==> src/rtl/fetch_sequencer.sv <==
// Per-core fetch/dispatch sequencer: memory read, MIDR latch + PC increment, IR write,
// then dispatch to execute with halt detection, stop latch, watchdog and retire counter.
module fetch_sequencer #(
    parameter logic [3:0] HALT_OPCODE  = 4'b1111,
    parameter int         IR_WR_BIT    = 19,
    parameter int         EXEC_TIMEOUT = 64,
    parameter int         CNT_W        = 16
) (
    input  logic             clock_i,
    input  logic             reset_i,
    input  logic             start_i,
    input  logic             stop_req_i,
    input  logic [3:0]       ir_opcode_i,
    input  logic             exec_done_i,
    output logic [1:0]       mem_ctrl_o,
    output logic             pcd_o,
    output logic [19:0]      wrdec_out_o,
    output logic             exec_start_o,
    output logic             busy_o,
    output logic             halted_o,
    output logic             fault_o,
    output logic [CNT_W-1:0] instr_count_o,
    output logic [2:0]       state_out_o
);

    typedef enum logic [2:0] {
        S_IDLE     = 3'd0,
        S_MEM_RD   = 3'd1,
        S_MIDR_LD  = 3'd2,
        S_IR_LD    = 3'd3,
        S_DISPATCH = 3'd4,
        S_EXEC     = 3'd5,
        S_HALTED   = 3'd6,
        S_ILLEGAL  = 3'd7
    } state_t;

    // Watchdog counts 0..EXEC_TIMEOUT-1; the last value is the timeout cycle.
    localparam int              WD_W    = (EXEC_TIMEOUT > 1) ? $clog2(EXEC_TIMEOUT) : 1;
    localparam bit              WD_EN   = (EXEC_TIMEOUT > 0);
    localparam logic [WD_W-1:0] WD_LAST = WD_W'((EXEC_TIMEOUT > 0) ? EXEC_TIMEOUT - 1 : 0);

    state_t             state_q, state_d;
    logic               stop_q, stop_d;
    logic [WD_W-1:0]    wd_q, wd_d;
    logic [CNT_W-1:0]   count_q, count_d;
    logic               fault_q, fault_d;
    logic [1:0]         mem_ctrl_q;
    logic               pcd_q;
    logic               wr_q;
    logic               dispatch_q;
    logic               busy_q;
    logic               halted_q;

    always_comb begin
        state_d = state_q;
        stop_d  = stop_q;
        wd_d    = wd_q;
        count_d = count_q;
        fault_d = fault_q;
        case (state_q)
            S_IDLE: begin
                if (start_i && !stop_req_i) begin
                    state_d = S_MEM_RD;
                end
            end
            S_MEM_RD:  state_d = S_MIDR_LD;
            S_MIDR_LD: state_d = S_IR_LD;
            S_IR_LD:   state_d = S_DISPATCH;
            S_DISPATCH: begin
                if (ir_opcode_i == HALT_OPCODE) begin
                    state_d = S_HALTED;
                end else begin
                    state_d = S_EXEC;
                    wd_d    = '0;
                end
            end
            S_EXEC: begin
                // A completion in the timeout cycle takes priority over the fault.
                if (exec_done_i) begin
                    count_d = count_q + CNT_W'(1);
                    state_d = stop_q ? S_IDLE : S_MEM_RD;
                end else if (WD_EN && (wd_q == WD_LAST)) begin
                    state_d = S_HALTED;
                    fault_d = 1'b1;
                end else if (WD_EN) begin
                    wd_d = wd_q + WD_W'(1);
                end
            end
            S_HALTED: state_d = S_HALTED;
            default:  state_d = S_IDLE;
        endcase
        if (busy_q && stop_req_i) begin
            stop_d = 1'b1;
        end
        if (state_d == S_IDLE) begin
            stop_d = 1'b0;
        end
    end

    always_ff @(posedge clock_i or posedge reset_i) begin
        if (reset_i) begin
            state_q    <= S_IDLE;
            stop_q     <= 1'b0;
            wd_q       <= '0;
            count_q    <= '0;
            fault_q    <= 1'b0;
            mem_ctrl_q <= 2'b00;
            pcd_q      <= 1'b0;
            wr_q       <= 1'b0;
            dispatch_q <= 1'b0;
            busy_q     <= 1'b0;
            halted_q   <= 1'b0;
        end else begin
            state_q    <= state_d;
            stop_q     <= stop_d;
            wd_q       <= wd_d;
            count_q    <= count_d;
            fault_q    <= fault_d;
            mem_ctrl_q <= (state_d == S_MEM_RD) ? 2'b01 : 2'b00;
            pcd_q      <= (state_d == S_MIDR_LD);
            wr_q       <= (state_d == S_IR_LD);
            dispatch_q <= (state_d == S_DISPATCH);
            busy_q     <= (state_d inside {S_MEM_RD, S_MIDR_LD, S_IR_LD, S_DISPATCH, S_EXEC});
            halted_q   <= (state_d == S_HALTED);
        end
    end

    // The opcode is only known once IR has been written, so the halt check gates the strobe.
    assign exec_start_o  = dispatch_q && (ir_opcode_i != HALT_OPCODE);
    assign mem_ctrl_o    = mem_ctrl_q;
    assign pcd_o         = pcd_q;
    assign busy_o        = busy_q;
    assign halted_o      = halted_q;
    assign fault_o       = fault_q;
    assign instr_count_o = count_q;
    assign state_out_o   = state_q;

    for (genvar gi = 0; gi < 20; gi++) begin : g_wrdec
        assign wrdec_out_o[gi] = (gi == IR_WR_BIT) ? wr_q : 1'b0;
    end

endmodule

==> config.mk <==
export PLATFORM = sky130hd
export DESIGN_NAME = fetch_sequencer
export DESIGN_NICKNAME = d
export VERILOG_FILES = /design/src/rtl/fetch_sequencer.sv
export SDC_FILE = /design/constraint.sdc
export NUM_CORES = 1
export LEC_CHECK = 0
export CAP_MARGIN = 20
export CORE_MARGIN = 1.5
export CORE_UTILIZATION = 62
export CTS_CLUSTER_DIAMETER = 100
export DETAILED_ROUTE_END_ITERATION = 8
export DONT_BUFFER_PORTS = 1
export PLACE_DENSITY = 0.88
export RECOVER_POWER = 50
export REMOVE_ABC_BUFFERS = 1
export SLEW_MARGIN = 5
export SYNTH_ARGS = -nofsm -noshare
export SYNTH_HDL_FRONTEND = slang
export SYNTH_SLANG_ARGS = --single-unit
export TNS_END_PERCENT = 1
==> constraint.sdc <==
create_clock -name clock_i -period 1.8 [get_ports clock_i]
set_input_delay 0.27 -clock clock_i [delete_from_list [all_inputs] [get_ports clock_i]]
set_output_delay 0.27 -clock clock_i [all_outputs]
set_load 0.03 [all_outputs]
==> impl_metrics.json, run 1 <==
{
  "cp-end-kind": "flop",
  "gp_congestion": 0.8997,
  "grt_pass1_vias": 1205,
  "yosys_register_bits": 33,
  "track_usage_pct": 23.38,
  "dp_hpwl_um": 2262,
  "io_buffers": 0,
  "holdPathEnd": "stop_q$_DFFE_PP0P_",
  "core_mm2": 0.002545,
  "regArea_um2": 825.8,
  "cpLargestDelayFamily": "simple AND/OR/NAND/NOR gates",
  "globalRouteMet3Util_pct": 9.368,
  "final_cell_mix": "dfrtp_1 (33), conb_1 (20), nor2_1 (13), buf_4 (13), nand2_1 (12)",
  "tightest_slew_ns": 0.7878,
  "busiest_layer": "met2",
  "yosys.cell_types.count": 40,
  "cts_buffers": 5,
  "num-fill-cells": 178,
  "die_width_um": 55.35,
  "use_met2_pct": 36.56,
  "worst_r2r_endpoint": "instr_count_o[10]$_DFFE_PP0P_",
  "fin_crit_sh_pct": 89.09,
  "antenna-diode-count": 0,
  "power_leakage_nw": 0.8847,
  "min_from": "stop_req_i",
  "cts_buffer_depth": 2,
  "critPathArrivalTime_ns": 1.87,
  "period_minus_slack_ns": 1.604,
  "fin_tns_setup_ns": 0,
  "root_buffer": "clkbuf_4",
  "fin_nets": 194,
  "via_per_inst": 5.729,
  "cts_tree": "built",
  "syn2layout_area_growth_pct": 7.069,
  "start_util_pct": 66.77,
  "multi_input_area_um2": 735.7,
  "min_path_cells": 2,
  "wl_um": 3133,
  "maxCapViolations": 0,
  "syn_area_mm2": 0.001699,
  "ctsHtreeMaxLevel": 2,
  "syn_inst": 166,
  "synth-seq-area-share_pct": 48.60,
  "crit_path_start_kind": "flop",
  "cp_max_fo": 11,
  "crit_type": "reg -> reg",
  "clk_pin_slew_ns": 0.10,
  "antenna_found_initial": 0,
  "reg2reg_depth": 4,
  "cp_slowest_cell": "dfrtp_1",
  "timing.rr.start": "state_out_o[1]$_DFF_PP0_",
  "cts.sinks": 33,
  "p_sw_share_pct": 39.64,
  "grt_pass1_wl_um": 5513,
  "grt_max_degree": 34,
  "seqPwrFrac_pct": 45.8,
  "ir_drop_uv": 1138,
  "fin_skew_ns": 0.01304,
  "worst-path-buf-inv": 0,
  "p_switching_w": 0.0009554,
  "rrSetupSlack_ns": 0.20,
  "finalHoldViolations": 0,
  "die_area_mm2": 0.003064,
  "final_common_cell": "dfrtp_1",
  "post-cts-setup-buffers": 0,
  "vias": 1226,
  "die_h_um": 55.35,
  "slew_headroom_pct": 47.48,
  "finalMaxSlewViolations": 0,
  "hold_path_class": "in -> reg",
  "path_cells": "and4b_1 > nand3_2 > nor3_1 > xor2_1",
  "max_freq_ghz": 0.6236,
  "fin_util_pct": 71.48,
  "wl_per_cell_um": 14.64,
  "drc": 0,
  "setup_viol": 0,
  "rsz0062_at_grt": "false",
  "drive_above_1_share_pct": 14.13,
  "dr.pass1.iters": 4,
  "initialDrtViolationCount": 66,
  "pwr-share-clk_pct": 24.0,
  "comb_power_share_pct": 30.2,
  "grt_use_met1_pct": 27.16,
  "yosysWarnings": 0,
  "cp_data_required_time_ns": 2.07,
  "overflow": 0,
  "cpPeakStageDelay_ns": 0.48,
  "syn_avg_cell_area_um2": 10.24,
  "status": "finished clean",
  "ant_nets": 0,
  "placementRows": 18,
  "clock_latency_ns": 0.34,
  "io_pins": 55,
  "powerDensity_mw_per_mm2": 1325,
  "intPower_w": 0.001455
}
-- sequential cells by signal, indices dropped and copies added (netlist names) --
name	flops
dispatch_q	1
state_out_o	3
fault_o	1
halted_o	1
wr_q	1
wd_q	6
stop_q	1
mem_ctrl_o	1
instr_count_o	16
pcd_o	1
busy_o	1
-- per-layer routing --
layer / share of wire [%] / vias up
met5: 0 / -
met4: 2.6 / 0
met3: 8.4 / 10
met2: 49 / 61
met1: 40 / 586
li1: - / 569
-- power by group through the flow --
stage	Clock [W]	Combinational [W]	Sequential (W)
floorplan	0	0.000390	0.00123
global placement	0	0.000702	0.00111
detailed placement	0	0.000724	0.00112
CTS	0.000586	0.000734	0.00111
global route	0.000628	0.000799	0.00112
finish	0.000579	0.000727	0.00110
-- metrics by stage --
step | total power, W | cells | cell area [µm²] | setup WS, ns | hold WS, ns
final | 0.002410 | 214 | 1819 | 0.1964 | 0.09198
after global routing | 0.002549 | 214 | 1819 | 0.03219 | 0.09903
after CTS | 0.002425 | 214 | 1832 | 0.1767 | 0.08337
after detailed placement | 0.001845 | 205 | 1737 | 0.2147 | 0.2754
after global placement | 0.001811 | 205 | 1737 | 0.2884 | 0.2684
after floorplan | 0.001625 | 160 | 1587 | 0.1242 | 0.3989
-- worst max-delay path by stage --
stage,startpoint,end,slack [ns],cells past startpoint
after CTS,state_out_o[2]$_DFF_PP0_,instr_count_o[10]$_DFFE_PP0P_,0.18,4
after global placement,state_out_o[1]$_DFF_PP0_,wd_q[3]$_DFFE_PP0P_,0.29,4
after detailed placement,state_out_o[1]$_DFF_PP0_,wd_q[3]$_DFFE_PP0P_,0.21,4
after floorplan,state_out_o[1]$_DFF_PP0_,wd_q[3]$_DFFE_PP0P_,0.12,4
after global routing,state_out_o[2]$_DFF_PP0_,instr_count_o[10]$_DFFE_PP0P_,0.03,4
final,state_out_o[1]$_DFF_PP0_,instr_count_o[10]$_DFFE_PP0P_,0.20,4
-- cells in the mapped netlist, drive strengths merged --
library cell / n / share of area [%]
and4bb: 1 / 0.96
a211oi: 1 / 0.44
nand2: 12 / 2.7
ha: 2 / 1.5
or2: 1 / 0.37
dfrtp: 33 / 49
and4b: 1 / 0.59
a21oi: 4 / 1.2
clkbuf: 1 / 0.22
and2: 1 / 0.37
a21o: 2 / 0.88
nor3: 7 / 2.4
conb: 1 / 0.22
nand4bb: 1 / 0.66
and3: 3 / 1.1
nor2: 13 / 2.9
nor2b: 2 / 0.74
inv: 5 / 1.1
o31ai: 1 / 0.44
nand2b: 1 / 0.37
o41ai: 1 / 0.52
and4: 1 / 0.52
o2111ai: 1 / 0.52
o2bb2ai: 1 / 0.52
o211ai: 1 / 0.44
o31a: 1 / 0.52
buf: 24 / 11
o21ai: 5 / 1.7
o32ai: 1 / 0.52
nand4b: 1 / 0.88
nor3b: 1 / 0.44
o21a: 1 / 0.44
or3: 3 / 1.1
xnor2: 9 / 4.6
nand4: 7 / 2.6
nand3: 7 / 2.4
xor2: 8 / 4.1
-- cells by family (layout without fill, tap and decap cells) --
kind of cell | Yosys count | in the layout | share of synthesized area (%)
and+or+nand+nor | 63 | 63 | 20.91
xor gates and xnor gates | 17 | 17 | 8.763
AOI/OAI and AO/OA | 20 | 20 | 8.101
DFF | 33 | 33 | 48.60
buffers and inverters | 30 | 29 | 11.93
other | 1 | 20 | 0.2207
adders and majority gates | 2 | 2 | 1.473
-- layout make-up --
cell class | count | share of cell area, %
multi-input cells | 122 | 40.44
well taps | 30 | 2.063
clock buffers | 7 | 3.026
repair buffers | 16 | 6.396
flip-flops and latches | 33 | 45.39
clock inverters | 1 | 1.651
inverters | 5 | 1.032
-- repair_timing --
action,4_1_cts,5_1_grt
hold buffers,1,0
endpoints found under the setup margin,0,0
gates resized for setup,0,0
endpoints found under the hold margin,33,0
-- worst reg2reg max path: stages, from the launching register on --
cell and delay [ns]:
dfrtp_1 0.48, and4b_1 0.44, nand3_2 0.15, nor3_1 0.29
xor2_1 0.17
(Power assumes the default switching activity.)
==> inputs of run 2 (changes only) <==
--- a/config.mk
+++ b/config.mk
@@ -7,11 +7,11 @@
 export LEC_CHECK = 0
 export CAP_MARGIN = 20
 export CORE_MARGIN = 1.5
-export CORE_UTILIZATION = 62
+export CORE_UTILIZATION = 45
 export CTS_CLUSTER_DIAMETER = 100
 export DETAILED_ROUTE_END_ITERATION = 8
 export DONT_BUFFER_PORTS = 1
-export PLACE_DENSITY = 0.88
+export PLACE_DENSITY = 0.7
 export RECOVER_POWER = 50
 export REMOVE_ABC_BUFFERS = 1
 export SLEW_MARGIN = 5
==> run 2 against run 1 <==
Compared with the run above: hold slack improved by 0.060 ns; die area increased by 36%; via count decreased by 0.98%; cell count increased by 8.9%; global-route usage decreased by 6.8 points; critical path depth unchanged; design area increased by 2.1%; first-iteration DRC count decreased by 38%; wire length increased by 0.41%; critical endpoint is now instr_count_o[13]$_DFFE_PP0P_.
==> impl_metrics.json, run 2 (same netlist as run 1, synthesis figures left out) <==
{
  "status": "finished clean",
  "final_cell_mix": "dfrtp_1 (33), conb_1 (20), nor2_1 (13), buf_4 (13), nand2_1 (12)",
  "ir_drop_uv": 985.5,
  "dr.pass1.iters": 4,
  "power_leakage_nw": 0.8928,
  "overflow": 0,
  "gp_congestion": 0.8630,
  "ctsHtreeMaxLevel": 2,
  "dpl.cell_count": 225,
  "whs_ns": 0.1518,
  "cts.sinks": 33,
  "maxCapViolations": 0,
  "crit_type": "reg -> reg",
  "cpLargestDelayFamily": "simple AND/OR/NAND/NOR gates",
  "cts_tree": "built",
  "die_width_um": 64.45,
  "io_pins": 55,
  "core_mm2": 0.003633,
  "cp_max_fo": 11,
  "syn2layout_area_growth_pct": 9.278,
  "vias": 1214,
  "die_h_um": 64.45,
  "endpoint": "instr_count_o[13]$_DFFE_PP0P_",
  "powerDensity_mw_per_mm2": 1295,
  "antenna_found_initial": 0,
  "grt_pass1_vias": 1189,
  "cts_buffers": 5,
  "die_area_mm2": 0.004153,
  "io_buffers": 0,
  "fin_util_pct": 51.10,
  "cpPeakStageDelay_ns": 0.47,
  "fin_cells": 233,
  "path_cells": "and4b_1 > and3_1 > nand4_1 > xnor2_1",
  "finalMaxSlewViolations": 0,
  "worst-path-buf-inv": 0,
  "root_buffer": "clkbuf_8",
  "cp_slowest_cell": "dfrtp_1",
  "grt_max_degree": 34,
  "rsz0062_at_grt": "false",
  "cts_buffer_depth": 2,
  "ant_nets": 0,
  "fin_tns_setup_ns": 0,
  "placementRows": 22,
  "antenna-diode-count": 0,
  "clock_latency_ns": 0.28,
  "fin_crit_sh_pct": 86.52,
  "rrSetupSlack_ns": 0.24,
  "final_common_cell": "dfrtp_1",
  "wl_um": 3146,
  "fin_nets": 196,
  "post-cts-setup-buffers": 0,
  "worst_r2r_endpoint": "instr_count_o[13]$_DFFE_PP0P_",
  "period_minus_slack_ns": 1.557,
  "tightest_slew_ns": 0.8124,
  "wl_per_cell_um": 13.50,
  "crit_path_start_kind": "flop",
  "start_util_pct": 46.76,
  "max_freq_ghz": 0.6421,
  "dp_hpwl_um": 2389,
  "startpoint": "state_out_o[1]$_DFF_PP0_",
  "cp_data_required_time_ns": 1.96,
  "cp-end-kind": "flop",
  "drive_above_1_share_pct": 14.05,
  "via_per_inst": 5.210,
  "slew_headroom_pct": 45.84,
  "track_usage_pct": 16.57,
  "largest_reg_flops": 16,
  "drc": 0,
  "fin_skew_ns": 0.003916,
  "critPathArrivalTime_ns": 1.71,
  "grt_pass1_wl_um": 5195,
  "hold_path_class": "in -> reg",
  "reg2reg_depth": 4,
  "finalHoldViolations": 0,
  "timing.rr.start": "state_out_o[1]$_DFF_PP0_",
  "crit_cells": 4,
  "initialDrtViolationCount": 41,
  "clk_pin_slew_ns": 0.06,
  "setup_viol": 0
}
==> run 2: changes by cell type in the layout (fill, tap and decap cells not counted), sizes merged <==
cell / previous run / this run
clkbuf: 9 / 11
bufinv: 1 / 0
==> run 2: worst register-to-register path, cell delays in order (launching register included) <==
cell and delay (ns):
dfrtp_1 0.47, and4b_1 0.43, and3_1 0.25, nand4_1 0.13, xnor2_1 0.16
==> run 2: final cells by class <==
type / count / area [µm²]
Sequential cell: 33 / 825.8
Clock buffer: 7 / 86.33
Tap cell: 48 / 60.06
Multi-Input combinational cell: 122 / 742.0
Timing Repair Buffer: 18 / 123.9
Inverter: 5 / 18.77
Fill cell: 351 / 1777
==> run 2: repair_timing <==
action                                 CTS  global route
endpoints found under the hold margin   33             0
resized for setup                        0             0
setup endpoints to repair                0             0
hold buffers                             1             0
==> run 2: how the worst min path moves through the flow <==
stage	from	to	slack [ns]	depth (start not counted)
final	stop_req_i	stop_q$_DFFE_PP0P_	0.15	2
after global routing	stop_req_i	stop_q$_DFFE_PP0P_	0.14	2
after CTS	stop_req_i	stop_q$_DFFE_PP0P_	0.14	2
after detailed placement	reset_i	instr_count_o[5]$_DFFE_PP0P_	0.29	2
after global placement	reset_i	wd_q[3]$_DFFE_PP0P_	0.28	2
after floorplan	reset_i	busy_o$_DFF_PP0_	0.40	1
==> run 2: per-stage QoR <==
step / setup slack (ns) / total power [W] / instance area [µm²]
6_report: 0.2427 / 0.002405 / 1857
5_1_grt: 0.1291 / 0.002565 / 1857
4_1_cts: 0.2460 / 0.002427 / 1871
3_5_place_dp: 0.2600 / 0.001869 / 1774
3_3_place_gp: 0.3121 / 0.001832 / 1774
2_1_floorplan: 0.1242 / 0.001625 / 1587
==> run 2: metal layers <==
| layer | vias up | routed length (µm) | GRT usage, % |
|---|---|---|---|
| li1 | 571 | - | - |
| met1 | 593 | 1295 | 18.14 |
| met2 | 45 | 1539 | 26.95 |
| met3 | 5 | 264 | 9.028 |
| met4 | 0 | 47 | 6.383 |
| met5 | - | 0 | 0 |
==> run 2: power breakdown <==
part / internal (W) / total, W / switching, W
Sequential: 0.000873 / 0.00110 / 0.000225
Combinational: 0.000268 / 0.000762 / 0.000494
Clock: 0.000303 / 0.000546 / 0.000243
Total: 0.00144 / 0.00240 / 0.000961
==> inputs of run 3 (changes only) <==
--- a/config.mk
+++ b/config.mk
@@ -13,9 +13,8 @@
 export DONT_BUFFER_PORTS = 1
 export PLACE_DENSITY = 0.7
 export RECOVER_POWER = 50
-export REMOVE_ABC_BUFFERS = 1
 export SLEW_MARGIN = 5
 export SYNTH_ARGS = -nofsm -noshare
 export SYNTH_HDL_FRONTEND = slang
 export SYNTH_SLANG_ARGS = --single-unit
-export TNS_END_PERCENT = 1
+export TNS_END_PERCENT = 5
==> run 3 against run 2 <==
Compared with the run above: hold slack lost 0.0018 ns; sequential power is essentially flat; global-route usage shrank 0.31 points; wire length shrank 0.54%; total power grew 6.7%; die area is the same; via count grew 2.1%; setup slack lost 0.032 ns; fmax shrank 2.0%; cell count grew 0.43%; design area grew 1.6%.
==> impl_metrics.json, run 3 (same netlist as run 1, synthesis figures left out) <==
{
  "status": "finished clean",
  "start_util_pct": 46.76,
  "finalMaxSlewViolations": 0,
  "cp_max_fo": 11,
  "die_width_um": 64.45,
  "ir_drop_uv": 905.3,
  "root_buffer": "clkbuf_8",
  "top_layer": "met4",
  "final_cell_mix": "dfrtp_1 (33), conb_1 (20), nor2_1 (13), buf_4 (13), nand2_1 (12)",
  "rsz0062_at_grt": "false",
  "final_common_cell": "dfrtp_1",
  "cts_buffers": 5,
  "p_total_w": 0.002567,
  "cp-end-kind": "flop",
  "slew_headroom_pct": 47.25,
  "ctsHtreeMaxLevel": 2,
  "clock_latency_ns": 0.29,
  "powerDensity_mw_per_mm2": 1360,
  "worst_slack_ns": 0.2110,
  "maxCapViolations": 0,
  "period_minus_slack_ns": 1.589,
  "initialDrtViolationCount": 55,
  "grt_pass1_vias": 1166,
  "gp_congestion": 0.8356,
  "antenna-diode-count": 0,
  "fin_skew_ns": 0.006436,
  "comb_power_share_pct": 29.2,
  "syn2layout_area_growth_pct": 11.05,
  "die_area_mm2": 0.004153,
  "wl_um": 3129,
  "pwr-share-clk_pct": 27.9,
  "fin_crit_sh_pct": 88.28,
  "met2_length_um": 1571,
  "overflow": 0,
  "tightest_slew_ns": 0.7913,
  "grt_max_degree": 34,
  "largest_reg_flops": 16,
  "post-cts-setup-buffers": 0,
  "track_usage_pct": 16.26,
  "setup_viol": 0,
  "p_switching_w": 0.0009760,
  "power_leakage_nw": 0.9070,
  "crit_path_start_kind": "flop",
  "dpl.cell_count": 225,
  "placementRows": 22,
  "max_freq_ghz": 0.6293,
  "intPower_w": 0.001591,
  "fin_tns_setup_ns": 0,
  "p_sw_share_pct": 38.03,
  "cts_tree": "built",
  "via_per_inst": 5.295,
  "antenna_found_initial": 0,
  "clk_pin_slew_ns": 0.06,
  "crit_type": "reg -> reg",
  "wl_per_cell_um": 13.37,
  "drive_above_1_share_pct": 14.52,
  "wl_met3_um": 264,
  "grt_pass1_wl_um": 5202,
  "dp_hpwl_um": 2304,
  "cts.sinks": 33,
  "fin_cells": 234,
  "cp_data_required_time_ns": 1.96,
  "core_mm2": 0.003633,
  "vias": 1239,
  "met1_length_um": 1261,
  "io_pins": 55,
  "seqPwrFrac_pct": 42.9,
  "hold_path_class": "in -> reg",
  "dp_slack_ns": 0.2375,
  "fin_nets": 196,
  "die_h_um": 64.45,
  "drc": 0,
  "io_buffers": 0,
  "dr.pass1.iters": 4,
  "critPathArrivalTime_ns": 1.75,
  "cts_buffer_depth": 2,
  "finalHoldViolations": 0,
  "ant_nets": 0
}
==> run 3: path summary, 6_finish.rpt <==
path,startpoint,end,slack (ns),depth (start not counted)
worst max register to register,state_out_o[1]$_DFF_PP0_,instr_count_o[13]$_DFFE_PP0P_,0.21,4
worst min-delay path,stop_req_i,stop_q$_DFFE_PP0P_,0.15,2
min in group asynchronous,reset_i,instr_count_o[5]$_DFFE_PP0P_,0.65,3
max in group asynchronous,reset_i,busy_o$_DFF_PP0_,0.64,3
worst max-delay path,state_out_o[1]$_DFF_PP0_,instr_count_o[13]$_DFFE_PP0P_,0.21,4
worst min register to register,instr_count_o[1]$_DFFE_PP0P_,instr_count_o[1]$_DFFE_PP0P_,0.55,2
==> run 3: metrics by stage <==
step | utilization (%) | cell area [µm²] | hold WS [ns]
3_3_place_gp | 48.83 | 1774 | 0.2771
6_report | 51.93 | 1887 | 0.1499
2_1_floorplan | - | 1770 | 0.3989
4_1_cts | 52.31 | 1901 | 0.1538
5_1_grt | 51.93 | 1887 | 0.1592
3_5_place_dp | 48.83 | 1774 | 0.2863
==> run 3: worst max-delay path, cell delays in order, from the launching register on <==
cell and delay [ns]:
dfrtp_1 0.47, and4b_1 0.45, and3_1 0.26, nand4_1 0.12, xnor2_1 0.16
==> run 3: power groups by stage <==
stage	sequential [W]	combinational, W	clock, W
detailed placement	0.00111	0.000746	0
floorplan	0.00116	0.000548	0
finish	0.00110	0.000749	0.000716
global placement	0.00110	0.000722	0
CTS	0.00110	0.000753	0.000731
global route	0.00112	0.000813	0.000760
==> run 3: layer usage <==
layer / global-route usage, % / vias up
met3: 7.813 / 5
met4: 7.181 / 0
li1: - / 570
met1: 18.22 / 618
met5: 0 / -
met2: 26.30 / 46
==> run 3: cell type report <==
class,instances,area (µm²)
Sequential cell,33,825.8
Clock inverter,1,30.03
Tap cell,48,60.06
Fill cell,346,1747
Clock buffer,7,86.33
Inverter,5,18.77
Timing Repair Buffer,18,123.9
Multi-Input combinational cell,122,742.0
==> run 3: repair_timing <==
item,4_1_cts,5_1_grt
gates resized for setup,0,0
hold buffers,1,0
hold endpoints to repair,33,0
